[src/rtl/pipebomb_fifo_pkg.sv]
// Shared types and sizing helpers for the pipebomb datapath FIFOs.
package pipebomb_fifo_pkg;

    typedef logic [127:0] msg_t;

    localparam int STATS_W = 32;

    // Occupancy counter width: must represent 0..depth inclusive.
    function automatic int level_width(input int depth);
        return $clog2(depth + 1);
    endfunction

endpackage

[src/rtl/msg_queue_ptr.sv]
// Wrapping read/write pointer for msg_queue; wraps DEPTH-1 -> 0 without modulo.
module msg_queue_ptr #(
    parameter int DEPTH = 16,
    localparam int PW = (DEPTH > 1) ? $clog2(DEPTH) : 1
) (
    input  logic          clk,
    input  logic          rstn,
    input  logic          clr,
    input  logic          inc,
    output logic [PW-1:0] ptr
);

    localparam logic [PW-1:0] LAST = PW'(DEPTH - 1);

    // NOTE: sequential state uses non-blocking assignments so every flop samples pre-edge values.
    always_ff @(posedge clk or negedge rstn) begin
        if (!rstn) begin
            ptr <= '0;
        end else if (clr) begin
            ptr <= '0;
        end else if (inc) begin
            ptr <= (ptr == LAST) ? '0 : ptr + PW'(1);
        end
    end

endmodule

[src/rtl/msg_queue.sv]
// Single-clock show-ahead message FIFO with level flags, flush and drop-on-full mode.
// Define MSG_QUEUE_STATS_EN to add the drop_cnt / hwm statistics ports.
module msg_queue
    import pipebomb_fifo_pkg::*;
#(
    parameter type T             = msg_t,
    parameter int  DEPTH         = 16,
    parameter int  AFULL_THRESH  = DEPTH - 2,
    parameter int  AEMPTY_THRESH = 1,
    parameter bit  DROP_ON_FULL  = 1'b0,
    localparam int LW            = level_width(DEPTH),
    localparam int PW            = $clog2(DEPTH)
) (
    input  logic          clk,
    input  logic          rstn,
    input  logic          flush,
    input  logic          in_v,
    output logic          in_r,
    input  T              in_d,
    output logic          out_v,
    input  logic          out_r,
    output T              out_d,
    output logic [LW-1:0] level,
    output logic          almost_full,
    output logic          almost_empty,
    output logic          overflow
`ifdef MSG_QUEUE_STATS_EN
    ,
    output logic [STATS_W-1:0] drop_cnt,
    output logic [LW-1:0]      hwm
`endif
);

    localparam logic [LW-1:0] DEPTH_L = LW'(DEPTH);

    T              mem [DEPTH];
    logic [PW-1:0] wptr;
    logic [PW-1:0] rptr;
    logic [LW-1:0] level_next;
    logic          full;
    logic          empty;
    logic          push;
    logic          pop;
    logic          refused;

    // Flags come from the level register only, so in_r never depends on out_r.
    assign full    = (level == DEPTH_L);
    assign empty   = (level == '0);
    assign in_r    = DROP_ON_FULL ? 1'b1 : !full;
    assign push    = in_v && !full && !flush;
    assign pop     = out_v && out_r && !flush;
    assign refused = in_v && full && !flush;

    assign out_v        = !empty;
    assign out_d        = mem[rptr];
    assign almost_full  = (int'(level) >= AFULL_THRESH);
    assign almost_empty = (int'(level) <= AEMPTY_THRESH);

    msg_queue_ptr #(.DEPTH(DEPTH)) u_wptr (
        .clk  (clk),
        .rstn (rstn),
        .clr  (flush),
        .inc  (push),
        .ptr  (wptr)
    );

    msg_queue_ptr #(.DEPTH(DEPTH)) u_rptr (
        .clk  (clk),
        .rstn (rstn),
        .clr  (flush),
        .inc  (pop),
        .ptr  (rptr)
    );

    // NOTE: the payload array has no reset; out_v hides stale entries and a reset would prevent RAM mapping.
    always_ff @(posedge clk) begin
        if (push) begin
            mem[wptr] <= in_d;
        end
    end

    // NOTE: level_next gets a default first so no path through this block infers a latch.
    always_comb begin
        level_next = level;
        if (flush) begin
            level_next = '0;
        end else if (push && !pop) begin
            level_next = level + LW'(1);
        end else if (pop && !push) begin
            level_next = level - LW'(1);
        end
    end

    always_ff @(posedge clk or negedge rstn) begin
        if (!rstn) begin
            level    <= '0;
            overflow <= 1'b0;
        end else begin
            level    <= level_next;
            overflow <= refused;
        end
    end

`ifdef MSG_QUEUE_STATS_EN
    // Statistics survive flush; only reset clears them.
    always_ff @(posedge clk or negedge rstn) begin
        if (!rstn) begin
            drop_cnt <= '0;
            hwm      <= '0;
        end else begin
            if (refused && (drop_cnt != '1)) begin
                drop_cnt <= drop_cnt + STATS_W'(1);
            end
            if (level_next > hwm) begin
                hwm <= level_next;
            end
        end
    end
`endif

endmodule
[config.mk]
export PLATFORM = sky130hd
export DESIGN_NAME = msg_queue
export DESIGN_NICKNAME = d
export VERILOG_FILES = /design/src/rtl/pipebomb_fifo_pkg.sv /design/src/rtl/msg_queue_ptr.sv /design/src/rtl/msg_queue.sv
export SDC_FILE = /design/constraint.sdc
export NUM_CORES = 2
export LEC_CHECK = 0
export BUFFER_PORTS_ARGS = -buffer_cell sky130_fd_sc_hd__clkbuf_2
export CORE_MARGIN = 2
export CORE_UTILIZATION = 50
export CTS_BUF_LIST = sky130_fd_sc_hd__clkbuf_16
export DETAILED_ROUTE_END_ITERATION = 12
export PLACE_DENSITY_LB_ADDON = 0.3
export REMOVE_ABC_BUFFERS = 1
export SYNTH_ARGS = -nofsm -noshare
export SYNTH_HDL_FRONTEND = slang
export SYNTH_SLANG_ARGS = --single-unit
[constraint.sdc]
create_clock -name clk -period 14 [get_ports clk]
set_input_delay 0.7 -clock clk [delete_from_list [all_inputs] [get_ports clk]]
set_output_delay 0.7 -clock clk [all_outputs]
set_load 0.005 [all_outputs]
; ---- Word-level counts from Yosys, hierarchy flattened
; Memories as Yosys holds them, arrays and structs flattened.
; Index checks and enable logic that the tools add are counted.
[word_totals]
ff_bits = 14
mem_bits_rw = 2048
inputBits = 133
out_inout_bits = 138
n_memories = 1
[mem_list]
columns = name, depth, width, rd, rd_clocked_by_memory_dff, write_ports, line
row1 = mem, 16, 128, 1, 0, 1, msg_queue.sv:36  ; T mem [DEPTH];
[classes]
addsub = 4
magnitude_cmp = 2
eq_ne = 3
n_mux = 11
n_reduce_logical = 17
[ops]
columns = cell, count
row1 = two-way mux 4 bit, 6
row2 = two-way mux 5 bit, 3
row3 = adder 4 x 1 -> 4 bit (second input constant), 2
row4 = equality test 4 bit (second input constant), 2
row5 = logical AND 1 bit, 8
row6 = adder 5 x 1 -> 5 bit (second input constant), 1
row7 = equality test 5 bit (second input constant), 1
row8 = greater-or-equal comparator 5 x 4 -> 1 bit (second input constant), 1
row9 = <= comparator 5 x 1 -> 1 bit (second input constant), 1
row10 = zero test 1 bit, 5
row11 = zero test 5 bit, 1
row12 = subtractor 5 x 1 -> 5 bit (second input constant), 1
row13 = nonzero test 2 bit, 2
row14 = nonzero test 3 bit, 1
row15 = two-way mux 1 bit, 2

; ---- Logic depth before layout (Yosys ltp)
[depth]
word_depth = 9
ltp_mapped = 8
depth_no_buf = 7

; ---- Modules after synthesis
; From an unflattened synthesis, not the netlist that was laid out.
[hier_totals]
hier_cells = 3154
hier_area_um2 = 78101.2
[by_module_without_submodules]
columns = mod, n_inst, cells_per_inst, area_per_inst_um2, seq_area_each_um2
row1 = msg_queue, 1, 3116, 77718.3, 61649.1
row2 = msg_queue_ptr, 2, 19, 191.4, 100.1

; ---- Least setup slack after synthesis
; Ideal clock, no wire load.
[synth_path]
kind = reg2reg
startpoint = register level[0]
endpoint = memory mem[0][0] in the netlist's numbering (enable)
setup_ps = 772
arrival_ps = 10060
t_required_ps = 13228
setup_slack_ps = 3168
stages_incl_launch_ff = 9
cell_sequence = dfrtp_1 inv_1 ha_1 nand4bb_1 buf_2 and2_1 buf_2 nand2_1 nor3_1
[synth_via]
elab_chain_len = 6
[synth_lines]
columns = item, line
row1 = start: declaration, msg_queue.sv:23  ; output logic [LW-1:0] level,
row2 = start signal: assignment, msg_queue.sv:99  ; level <= level_next;
row3 = equality test 5 bit, msg_queue.sv:47  ; assign full = (level == DEPTH_L);
row4 = zero test 1 bit, --
row5 = net in_r, msg_queue.sv:18  ; output logic in_r,
row6 = logical AND 1 bit (2 in series), msg_queue.sv:50  ; assign push = in_v && !full && !flush;
row7 = two-way mux 1 bit, msg_queue.sv:77  ; if (push) begin
row8 = two-way mux 1 bit (implied by the code), msg_queue.sv:78  ; mem[wptr] <= in_d;
row9 = end: declaration, msg_queue.sv:36
; The timed path passes the listed nets, and every way through them passes these cells.

==> metrics.md <==
| Metric | Value |
|---|---|
| Run status | completed |
| Max Used Layer | met5 |
| Most frequent CP cell | buf_4 |
| WP data required | 13300 ps |
| M1 WL | 73.4 mm |
| CP max-delay cell | dfrtp_4 |
| Largest net degree at the start of global routing | 159 |
| DR WL/cell | 30.1 µm |
| Register area | 61900 µm² |
| Crit Path Max Fanout | 107 |
| Final hold viol count | 0 |
| TritonCTS Buffers | 205 |
| Final slew viol count | 0 |
| Data arrival, critical path | 5370 ps |
| Worst vdd ir | 138 µV |
| Post-Synth Simple-Gate Area | 1.11% |
| Placer Congestion | 0.727 |
| Critical path class | flop to output port |
| Post-DR vias/cell | 6.20 |
| Mux share of post-synthesis cell area | 14.9% |
| Worst setup margin | 7930 ps |
| Layout Skew | 45.6 ps |
| DR vias | 36090 |
| Hold depth | 3 |
| # IOs | 271 |
| Chip width | 397 µm |
| Post-CTS sizing | 0 |
| Fill cell count | 11132 |
| Fmax | 165 MHz |
| Rows | 144 |
| Delay-heaviest family, CP | buffers and inverters |
| Detailed Place HPWL | 82.1 mm |
| Slew @ Worst Pin | 1150 ps |
| Worst path cell trace | buf_4, buf_12, buf_4, mux4_2, a22oi_1, nand2_1, clkbuf_2 |
| Leakage power | 27.6 nW |
| Hold_buf cts | 1 |
| Post-synthesis cell area | 77300 µm² |
| Total die area | 158000 µm² |
| Post-synth cell types | 46 |
| Routed length on met2 | 83.4 mm |
| Detailed Route WL | 175 mm |
| DIE HEIGHT | 397 µm |
| Startpoint types | flop |
| Main combinational cell family by area after synthesis | multiplexers |
| Area of the multi-input gates | 14800 µm² |
| Total core area | 154000 µm² |
| Max incr delay on CP | 1010 ps |
| Htree depth | 4 |
| Number of max-cap violations | 0 |
| I/O Buffers | 270 |
| Most frequent cells in the layout | 2048 x edfxtp_1, 512 x mux4_2, 270 x clkbuf_2, 256 x a22oi_1, 209 x clkbuf_16 |
| Area Growth Syn to Fin | 13.3% |
| Worst R2R Path Depth | 8 |
| First-pass GRT wire length | 254 mm |
| Sequential fraction of the synthesis area | 80.0% |
| Final setup viols | 0 |
| 1st-pass router iterations | 5 |
| Setup bufs post-CTS | 0 |
| Initial core utilization | 50.3% |
| FFs w/ async S/R, synth | 0.679% |
| DR DRC count | 0 |
| CP endpoint kind | output port |
| Pwr dens | 162 nW/µm² |
| Pre-CTS setup slack | 8570 ps |
| Synth Area in Adders | 0.162% |
| Initial antenna violation count | 30 |
| Nets | 3755 |
| Layout cells sized above 1 | 30.0% |
| Hold Path Class | input pin to flop |
| Yosys warnings | 0 |
| Root buffer cell | clkbuf_16 |
| Remaining antenna violation count | 0 |
| Global-route usage over all layers | 22.4% |
| CTS tree | yes |
| WP buf/inv | 4 |
| Yosys reg bits | 2062 |
| Slew HR | 23.7% |
| Unrepaired setup endpoints after global routing | false |
| Most common cell after layout, fill and taps aside | edfxtp_1 |
| Top FF cell, synth | edfxtp_1 |
| Final worst path period share | 43.4% |
| Synth Area in XOR/XNOR | 0.0566% |
| CP Depth | 7 |
| Syn Inst Count | 3252 |
| Clock Latency Late Sink | 830 ps |
| Initial DRC count | 3987 |
| Min Hold Slack | 245 ps |
| Clk buf depth | 3 |
| Synth Area per Inst | 23.8 µm² |
| Vias in the first global route | 37010 |
| Final std cells w/o fill | 5820 |
| Remaining Overflow, GRT | 0 |
| Synth Area in Compound Gates | 2.69% |
| Number of synthesized flops with an enable pin | 2048 |
| Clock Sinks | 2062 |
| Tmin final | 6070 ps |
| Clock Pin Slew Worst Setup and Hold Paths | 60 ps |
| Wire length on met3 | 14.7 mm |
| Placed cells | 5448 |
path summary, 6_finish.rpt:
check	slack, ps	startpoint	to
min	250	in_v	overflow$_DFF_PN0_
max reg2reg	9190	level[0]$_DFFE_PN0P_	mem[7][83]$_DFFE_PP_
max	7930	u_rptr.ptr[0]$_DFFE_PN0P_	out_d[101]
max in group asynchronous	13370	rstn	u_rptr.ptr[0]$_DFFE_PN0P_
min in group asynchronous	320	rstn	u_rptr.ptr[1]$_DFFE_PN0P_
min reg2reg	610	u_wptr.ptr[1]$_DFFE_PN0P_	u_wptr.ptr[1]$_DFFE_PN0P_
power by group:
part	internal, W	switching, W	total [W]
Clock	0.00297	0.00225	0.00522
Combinational	0.000986	0.00103	0.00201
Sequential	0.00690	0.0000760	0.00697
Total	0.0109	0.00336	0.0142
cell type report:
class                           instances  area share (%)
Clock inverter                        159            1.36
Sequential cell                      2062            70.6
Tap cell                             2044            2.92
Multi-Input combinational cell       1006            16.9
Clock buffer                          209            5.97
Antenna cell                            3         0.00857
Timing Repair Buffer                  332            2.25
Inverter                                5          0.0214
worst reg2reg max path, delay by kind of cell (launching register included):
| kind | cells | cell delay, ps |
|---|---|---|
| adder cells (fa/ha/maj) | 1 | 270 |
| buffers and inverters | 3 | 1730 |
| flip-flops | 1 | 480 |
| AND/OR/NAND/NOR | 4 | 1880 |
per-stage QoR:
stage               instance area, µm²  TNS, ps  total power (W)  util (%)
finish                           87600        0           0.0142      56.9
global route                     87600        0           0.0147      56.9
CTS                              87600        0           0.0144      56.9
detailed placement               81200        0          0.00916      52.8
global placement                 81200        0          0.00915      52.8
floorplan                        76500  -980670           0.0102         -
layer usage:
| layer | vias up | GRT usage, % |
|---|---|---|
| li1 | 14758 | - |
| met4 | 42 | 5.42 |
| met3 | 302 | 5.16 |
| met2 | 1488 | 34.7 |
| met5 | - | 0 |
| met1 | 19500 | 32.7 |
cells by family after synthesis:
group | count (synthesis)
compound gates | 279
xor+xnor | 5
fa+ha+maj | 10
buf+inv | 184
flops | 2062
mux | 513
simple gates | 199
flip-flops by register name, summed over array words and instances, names as in the netlist:
| name | flops |
|---|---|
| level | 5 |
| mem | 2048 |
| overflow | 1 |
| u_rptr.ptr | 4 |
| u_wptr.ptr | 4 |
Yosys cell counts (2+ instances only):
master / count / area share [%]
a21o_1: 2 / 0.019
nand2_1: 141 / 0.68
nor3_1: 5 / 0.032
a211oi_1: 2 / 0.019
ha_1: 10 / 0.16
buf_4: 14 / 0.14
nand2b_1: 4 / 0.032
inv_1: 4 / 0.019
nor2b_1: 3 / 0.024
nand3_1: 8 / 0.052
edfxtp_1: 2048 / 80
xor2_1: 4 / 0.045
buf_1: 21 / 0.10
a22oi_1: 256 / 2.5
a311oi_1: 2 / 0.023
nand3b_1: 2 / 0.019
dfrtp_1: 14 / 0.45
buf_6: 3 / 0.044
nor2_1: 21 / 0.10
mux4_2: 512 / 15
a21oi_1: 7 / 0.045
nor4_1: 3 / 0.024
o21ai_0: 2 / 0.013
and2_1: 3 / 0.024
clkbuf_1: 91 / 0.44
buf_2: 50 / 0.32
Note: power is estimated with default switching activity, not from simulation.
